$ cat src/rtl/serial_adder_pkg.sv
`default_nettype none
// ============================================================================
// serial_adder_pkg : state encoding and sizing helpers for serial_adder_n.
// Rev 1.0 - initial release
// ============================================================================
package serial_adder_pkg;

  localparam logic [1:0] ST_IDLE = 2'd0;
  localparam logic [1:0] ST_RUN  = 2'd1;
  localparam logic [1:0] ST_DONE = 2'd2;

  function automatic int ndig(input int width, input int digit);
    return width / digit;
  endfunction

  // Digit counter width; a single-digit adder still needs a 1-bit counter.
  function automatic int cnt_width(input int n);
    return (n <= 1) ? 1 : $clog2(n);
  endfunction

endpackage
`default_nettype wire

$ cat src/rtl/serial_adder_n_digit_adder.sv
`default_nettype none
// ============================================================================
// digit_adder : combinational DIGIT-bit ripple-carry chain of full adders.
// Rev 1.0 - initial release
// ============================================================================
module digit_adder
  import serial_adder_pkg::*;
#(
  parameter int DIGIT = 4
) (
  input  logic [DIGIT-1:0] a_i,
  input  logic [DIGIT-1:0] b_i,
  input  logic             cin_i,
  output logic [DIGIT-1:0] sum_o,
  output logic             cmsb_o,
  output logic             cout_o
);

  logic [DIGIT:0] w_c;

  assign w_c[0] = cin_i;

  generate
    for (genvar i = 0; i < DIGIT; i++) begin : g_fa
      assign sum_o[i]  = a_i[i] ^ b_i[i] ^ w_c[i];
      assign w_c[i+1]  = (a_i[i] & b_i[i]) | (w_c[i] & (a_i[i] ^ b_i[i]));
    end
  endgenerate

  // Carry into the top bit feeds signed-overflow detection on the last digit.
  assign cmsb_o = w_c[DIGIT-1];
  assign cout_o = w_c[DIGIT];

endmodule
`default_nettype wire

$ cat src/rtl/serial_adder_n.sv
`default_nettype none
// ============================================================================
// serial_adder_n : digit-serial two's-complement adder, DIGIT bits per clock,
//                  Start/Busy/Done handshake. Build option SERIAL_ADDER_SUB_EN
//                  adds a sub_i port selecting A-B.
// Rev 1.0 - initial release
// ============================================================================
module serial_adder_n
  import serial_adder_pkg::*;
#(
  parameter int WIDTH = 16,
  parameter int DIGIT = 4
) (
  input  logic             clk,
  input  logic             rst_n,
  input  logic             start_i,
  input  logic [WIDTH-1:0] a_i,
  input  logic [WIDTH-1:0] b_i,
  input  logic             cin_i,
`ifdef SERIAL_ADDER_SUB_EN
  input  logic             sub_i,
`endif
  output logic             busy_o,
  output logic             done_o,
  output logic [WIDTH-1:0] s_o,
  output logic             cout_o,
  output logic             ovf_o
);

  localparam int             NDIG = ndig(WIDTH, DIGIT);
  localparam int             CW   = cnt_width(NDIG);
  localparam logic [CW-1:0]  LAST = CW'(NDIG - 1);

  logic [1:0]       state_q, state_d;
  logic [WIDTH-1:0] a_q, a_d;
  logic [WIDTH-1:0] b_q, b_d;
  logic             carry_q, carry_d;
  logic [CW-1:0]    cnt_q, cnt_d;
  logic [WIDTH-1:0] s_q, s_d;
  logic             cout_q, cout_d;
  logic             ovf_q, ovf_d;

  logic [DIGIT-1:0] w_dsum;
  logic             w_dcmsb;
  logic             w_dcout;
  logic [WIDTH-1:0] w_a_shift;

  digit_adder #(
    .DIGIT (DIGIT)
  ) u_digit (
    .a_i    (a_q[DIGIT-1:0]),
    .b_i    (b_q[DIGIT-1:0]),
    .cin_i  (carry_q),
    .sum_o  (w_dsum),
    .cmsb_o (w_dcmsb),
    .cout_o (w_dcout)
  );

  // The A register doubles as the result accumulator: sum digits enter at the
  // top as operand digits leave at the bottom, so after NDIG shifts it holds S.
  assign w_a_shift = WIDTH'({w_dsum, a_q} >> DIGIT);

  always_comb begin
    state_d = state_q;
    a_d     = a_q;
    b_d     = b_q;
    carry_d = carry_q;
    cnt_d   = cnt_q;
    s_d     = s_q;
    cout_d  = cout_q;
    ovf_d   = ovf_q;
    case (state_q)
      ST_IDLE, ST_DONE: begin
        state_d = ST_IDLE;
        if (start_i) begin
          state_d = ST_RUN;
          a_d     = a_i;
          cnt_d   = '0;
`ifdef SERIAL_ADDER_SUB_EN
          b_d     = sub_i ? ~b_i : b_i;
          carry_d = sub_i | cin_i;
`else
          b_d     = b_i;
          carry_d = cin_i;
`endif
        end
      end
      ST_RUN: begin
        a_d     = w_a_shift;
        b_d     = b_q >> DIGIT;
        carry_d = w_dcout;
        cnt_d   = cnt_q + CW'(1);
        if (cnt_q == LAST) begin
          s_d     = w_a_shift;
          cout_d  = w_dcout;
          ovf_d   = w_dcmsb ^ w_dcout;
          state_d = ST_DONE;
        end
      end
      default: state_d = ST_IDLE;
    endcase
  end

  always_ff @(posedge clk or negedge rst_n) begin
    if (!rst_n) begin
      state_q <= ST_IDLE;
      a_q     <= '0;
      b_q     <= '0;
      carry_q <= 1'b0;
      cnt_q   <= '0;
      s_q     <= '0;
      cout_q  <= 1'b0;
      ovf_q   <= 1'b0;
    end else begin
      state_q <= state_d;
      a_q     <= a_d;
      b_q     <= b_d;
      carry_q <= carry_d;
      cnt_q   <= cnt_d;
      s_q     <= s_d;
      cout_q  <= cout_d;
      ovf_q   <= ovf_d;
    end
  end

  assign busy_o = (state_q == ST_RUN);
  assign done_o = (state_q == ST_DONE);
  assign s_o    = s_q;
  assign cout_o = cout_q;
  assign ovf_o  = ovf_q;

endmodule
`default_nettype wire

$ cat config.mk
export PLATFORM = sky130hd
export DESIGN_NAME = serial_adder_n
export DESIGN_NICKNAME = d
export VERILOG_FILES = /design/src/rtl/serial_adder_pkg.sv /design/src/rtl/serial_adder_n_digit_adder.sv /design/src/rtl/serial_adder_n.sv
export SDC_FILE = /design/constraint.sdc
export NUM_CORES = 1
export LEC_CHECK = 0
export CAP_MARGIN = 10
export CORE_ASPECT_RATIO = 2
export CORE_MARGIN = 5
export CORE_UTILIZATION = 51
export DETAILED_ROUTE_END_ITERATION = 12
export GPL_ROUTABILITY_DRIVEN = 0
export PLACE_DENSITY = 0.81
export SYNTH_ARGS = -nofsm -noshare
export SYNTH_HDL_FRONTEND = slang
export SYNTH_HIERARCHICAL = 1
export SYNTH_SLANG_ARGS = --single-unit
$ cat constraint.sdc
create_clock -name clk -period 2.7 [get_ports clk]
set_clock_uncertainty 0.05 [all_clocks]
set_input_delay 0.675 -clock clk [delete_from_list [all_inputs] [get_ports clk]]
set_output_delay 0.675 -clock clk [all_outputs]
set_load 0.02 [all_outputs]
== Word-level counts from Yosys, hierarchy flattened ==
Cells that the tools add are included.

* Register bits: 55
* Bits in latches: 0
* RAM bits: 0
* Bits in read-only memories: 0
* Output and inout port bits: 20
* Logic and storage cells: 51
* Memories kept: 0

* Add/sub/neg operators: 1
* $mul: 0
* Div/mod/pow operators: 0
* Order comparisons: 0
* Equal/unequal tests: 5
* Shift-type cells: 0
* Mux-type cells: 11
* Bitwise gates (word level): 21
* Reductions and logical operators: 5

{| class="wikitable"
|+ Operators by type and width
! cell !! number
|-
| 16-bit one-hot mux with 2 select lines || 2
|-
| 16-bit 2-to-1 mux || 2
|-
| 1-bit XOR || 9
|-
| 1-bit AND || 8
|-
| 2-bit one-hot mux with 2 select lines || 2
|-
| 2-bit == test, second input constant || 2
|-
| 2-bit 2-to-1 mux || 2
|-
| 1-bit bitwise OR || 4
|-
| 2-bit AND reduction || 2
|-
| 2-bit by 1-bit adder with 2-bit output, second input constant || 1
|-
| 2-bit by 1-bit == test with 1-bit output, second input constant || 1
|-
| 2-bit logical NOT || 1
|-
| 1-bit 2-to-1 mux || 2
|-
| 2-bit by 1-bit inequality test with 1-bit output, second input constant || 1
|-
| 2-bit inequality test, second input constant || 1
|-
| 1-bit one-hot mux with 2 select lines || 1
|-
| 2-bit nonzero test || 1
|-
| 2-bit OR reduction || 1
|}

== Logic depth before layout (Yosys ltp) ==
* Depth in word-level cells: 10
* Gate-level depth with buffers: 8

== Hierarchy ==
The synthesis kept the hierarchy.

{| class="wikitable"
|+ By module, submodules not included
! module !! instances !! cells an instance !! area an instance (µm²) !! seq. area each (µm²)
|-
| serial_adder_n || 1 || 225 || 2633.8 || 1376.3
|-
| digit_adder || 1 || 12 || 110.1 || 0.0
|}

== Least setup slack after synthesis ==
Ideal clock, no wire load.

* Path kind: register to register
* Start point: reg a_q[0]
* End point: reg s_q[15] (netlist: s_o[15])
* Setup time: 125 ps
* Arrival: 2066 ps
* Data required time: 2525 ps
* Path slack: 459 ps
* Stages on the path, launching flop included: 8
* Path buffers: 0
* Period minus slack after synthesis: 2241 ps
* Cell sequence: dfrtp_1 > fa_1 > inv_1 > fa_1 > fa_1 > inv_1 > fa_1 > mux2_2

* Cells in the longest elaborated chain, start to end: 8
* Elaborated cells on any way between the ends: 9

{| class="wikitable"
|+ Ends and longest elaborated chain
! element !! line !! source
|-
| start: declaration || serial_adder_n.sv:35 || <nowiki>logic [WIDTH-1:0] a_q, a_d;</nowiki>
|-
| start signal: assignment || serial_adder_n.sv:107 || <nowiki>a_q <= '0;</nowiki>
|-
| start signal: assignment || serial_adder_n.sv:116 || <nowiki>a_q <= a_d;</nowiki>
|-
| 1-bit XOR || serial_adder_n_digit_adder.sv:26 || <nowiki>assign w_c[i+1] = (a_i[i] & b_i[i]) | (w_c[i] & (a_i[i] ^ b_i[i]));</nowiki>
|-
| 1-bit AND || serial_adder_n_digit_adder.sv:26 ||
|-
| 1-bit bitwise OR (*) || serial_adder_n_digit_adder.sv:26 ||
|-
| 1-bit AND (*) || serial_adder_n_digit_adder.sv:26 ||
|-
| 1-bit bitwise OR (*) || serial_adder_n_digit_adder.sv:26 ||
|-
| 1-bit AND (*) || serial_adder_n_digit_adder.sv:26 ||
|-
| 1-bit bitwise OR (*) || serial_adder_n_digit_adder.sv:26 ||
|-
| named net w_dcmsb || serial_adder_n.sv:44 || <nowiki>logic w_dcmsb;</nowiki>
|-
| 1-bit XOR (*) || serial_adder_n_digit_adder.sv:25 || <nowiki>assign sum_o[i] = a_i[i] ^ b_i[i] ^ w_c[i];</nowiki>
|-
| named net w_dsum[3] || serial_adder_n.sv:43 || <nowiki>logic [DIGIT-1:0] w_dsum;</nowiki>
|-
| end signal: assignment || serial_adder_n.sv:111 || <nowiki>s_q <= '0;</nowiki>
|-
| end signal: assignment || serial_adder_n.sv:120 || <nowiki>s_q <= s_d;</nowiki>
|-
| end: declaration || serial_adder_n.sv:39 || <nowiki>logic [WIDTH-1:0] s_q, s_d;</nowiki>
|}

The timed path passes the listed nets; every way through them passes the cells marked *.
A chain may end at the register's enable or synchronous reset.

== Worst setup path after layout ==
* Start point: reg state_q[1]
* End point: out busy_o

* Cells in the longest elaborated chain, start to end: 1

{| class="wikitable"
|+ Ends and longest elaborated chain
! element !! line !! source
|-
| start: declaration || serial_adder_n.sv:34 || <nowiki>logic [1:0] state_q, state_d;</nowiki>
|-
| start signal: assignment || serial_adder_n.sv:115 || <nowiki>state_q <= state_d;</nowiki>
|-
| 2-bit by 1-bit == test with 1-bit output || serial_adder_n.sv:126 || <nowiki>assign busy_o = (state_q == ST_RUN);</nowiki>
|-
| end: declaration || serial_adder_n.sv:23 || <nowiki>output logic busy_o,</nowiki>
|}

No other way between the ends.

==> flow_metrics.py <==
metrics = {
    "sta": {
        "rsz0062_at_grt": "no",
        "worstMarginPinSlew_ns": 0.697,
        "hold_viol_final": 0,
        "slew_headroom_pct": 53.5,
        "finalCritPeriodShare_pct": 93.9,
        "setup_violations": 0,
        "max_freq_mhz": 395,
        "setup_ws_ns": 0.165,
        "maxSlewViolCount": 0,
        "period_needed_ns": 2.53,
        "setup_tns_ns": 0,
    },
    "power": {
        "switching_power_uw": 1580,
        "vdd_drop_max_mv": 0.824,
        "power.leakage_uw": 0.00138,
        "swShare_pct": 39.4,
        "p_int_uw": 2430,
        "comb_power_share_pct": 50.8,
        "power_density_mw_per_mm2": 1190,
        "p_seq_share_pct": 38.4,
        "clkPwrFrac_pct": 10.8,
    },
    "cells_and_area": {
        "nNetsFinal": 329,
        "finish.instance_area_mm2": 0.00337,
        "regArea_mm2": 0.00138,
        "n_fill_cell": 442,
        "layout.cells.non_filler": 347,
        "layout_commonest_cell": "dfrtp_1",
        "final_layout_size_suffix_gt1_share_pct": 11.8,
        "areaGrowthSynthToFinish_pct": 22.7,
        "antenna_cells": 0,
        "layout_common_cells": "dfrtp_1, clkdlybuf4s50_1, mux2i_1, nor2b_1",
        "fin_util_pct": 64.9,
        "multiInputGateArea_mm2": 0.00121,
    },
    "grt": {
        "grt_pass1_vias": 2043,
        "antenna_found_initial": 0,
        "grtUsageTotal_pct": 19.0,
        "overflow": 0,
        "grt_pass1_wl_mm": 9.99,
        "grt_max_degree": 56,
    },
    "routing": {
        "via_per_inst": 5.66,
        "vias": 1964,
        "dr.pass1.iters": 4,
        "wire_per_inst_um": 17.4,
        "drtIter0Drc": 84,
        "drc": 0,
        "routed_wl_mm": 6.02,
        "ant_nets": 0,
    },
    "cts": {
        "cts-resized-gates": 0,
        "cts.sinks": 55,
        "htreeDepth": 2,
        "cts_setup_buffers": 0,
        "cts_buffers": 5,
        "cts_tree": "yes",
        "clk_latency_ns": 0.30,
        "hold_buffers": 0,
        "clkTransAtPathRegs_ns": 0.09,
        "cts-root-buf": "clkbuf_8",
        "cts_buffer_depth": 2,
    },
    "worst_setup_path": {
        "end_kind": "primary output",
        "crit_required_ns": 1.98,
        "critPathMaxFanout": 9,
        "critical_path_class": "register to primary output",
        "path_buf_inv": 2,
        "worstPathArrival_ns": 1.81,
        "path_cells": "nand2b_1 > inv_6 > clkdlybuf4s50_1",
        "cpPeakStageDelay_ns": 0.62,
        "cp_slowest_cell": "clkdlybuf4s50_1",
        "crit_family": "buffers and inverters",
        "cp-start-kind": "register",
    },
    "synth": {
        "ys_types": 30,
        "syn_avg_cell_area_um2": 11.6,
        "syn_nets": 278,
        "synth_area_leaders": "dfrtp_1, mux2i_1, mux2_2",
        "synth_area_mm2": 0.00274,
        "ys_seq_area_share_pct": 50.2,
        "ys_seq_elements": 55,
        "synthCells": 237,
        "synth_ff_type": "dfrtp_1",
        "synth-edff-count": 0,
        "ys_async_sr_fraction_pct": 100,
        "synth_top_area_share_pct": 50.2,
        "yosysWarnings": 6,
        "yosys.area.top_type": "dfrtp_1",
    },
    "placed_design": {
        "place_area_mm2": 0.00329,
        "io_buffer_count": 55,
        "dp.cells": 339,
        "place_hpwl_mm": 4.29,
        "place_ws_ns": 0.344,
    },
    "run_status": {
        "outcome": "finished clean",
    },
    "run": {
        "drv_cap": 0,
    },
    "die": {
        "start_util_pct": 52.9,
        "dieArea_mm2": 0.00704,
        "die_y_um": 114,
        "die_w_um": 61.9,
        "top_level_ports": 56,
        "core.rowCount": 37,
        "coreArea_mm2": 0.00518,
    },
    "worst_hold_path": {
        "hold_path.class": "primary input to asynchronous set/reset pin",
    },
}
[stage by stage]
stage | hold WS (ns) | total power, uW
floorplan | 0.329 | 2920
global placement | 0.414 | 3540
detailed placement | 0.421 | 3610
CTS | 0.440 | 4060
global route | 0.458 | 4320
finish | 0.439 | 4020
[cell usage after synthesis, drive strengths merged, types with 2 or more instances]
cell,count
nor2,5
inv,10
nand2b,2
o21ai,7
mux2,18
nor2b,23
nor3,3
mux2i,26
fa,4
dfrtp,55
a22o,2
nand3,6
a221o,2
nand2,2
a211oi,22
buf,17
and3b,2
a21oi,22
o22ai,3
[sequential cells by signal, indices dropped and copies added (netlist names)]
| register | cells |
|---|---|
| ovf_o | 1 |
| cnt_q | 2 |
| state_q | 2 |
| carry_q | 1 |
| cout_o | 1 |
| s_o | 16 |
| b_q | 16 |
| a_q | 16 |
[layer usage]
layer | global-route usage (%) | routed length, um | up-vias
met4 | 6.52 | 103 | 0
met5 | 0 | 0 | -
met3 | 2.60 | 229 | 7
met1 | 22.0 | 2290 | 963
li1 | - | - | 947
met2 | 34.0 | 3400 | 47
[area by class of cell]
class | count | area share, %
clock inverters | 1 | 0.149
inverters | 10 | 1.26
clock buffers | 7 | 2.27
flip-flops and latches | 55 | 40.9
well taps | 58 | 2.16
multi-input cells | 155 | 35.9
repair buffers | 61 | 17.4
[final timing paths]
| kind | cells past startpoint | start | slack [ns] | endpoint |
|---|---|---|---|---|
| max in group asynchronous | 2 | rst_n | 1.70 | s_o[3] |
| max reg2reg | 7 | a_q[0] | 0.34 | s_o[15] |
| min in group clk | 1 | b_q[6] | 0.44 | b_q[6] |
| min | 2 | rst_n | 0.44 | s_o[14] |
| min reg2reg | 1 | b_q[6] | 0.44 | b_q[6] |
| max | 3 | state_q[1] | 0.17 | busy_o |
[kinds of logic (layout without fill, tap and decap cells)]
logic type               count (synthesis)  count (layout)  synth area share [%]
AND/OR/NAND/NOR                         45              45                  9.58
AO/OA/AOI/OAI                           60              60                  13.9
multiplexers                            44              44                  16.9
buffers and inverters                   27              79                  5.79
flip-flops                              55              55                  50.2
XOR/XNOR                                 1               1                 0.319
adder cells (fa/ha/maj)                  5               5                  3.37
[power groups by stage]
stage	Clock [uW]	Sequential, uW	Combinational [uW]
global route	475	1600	2250
detailed placement	0	1560	2050
CTS	450	1550	2060
finish	434	1540	2040
floorplan	0	1640	1280
global placement	0	1550	1990
[worst reg2reg max path, delay by kind of cell (launching register included)]
kind	cells	cell delay (ns)
multiplexers	1	0.27
flip-flops	1	0.40
adder cells (fa/ha/maj)	4	1.36
buffers and inverters	2	0.16
(Power assumes the default switching activity.)
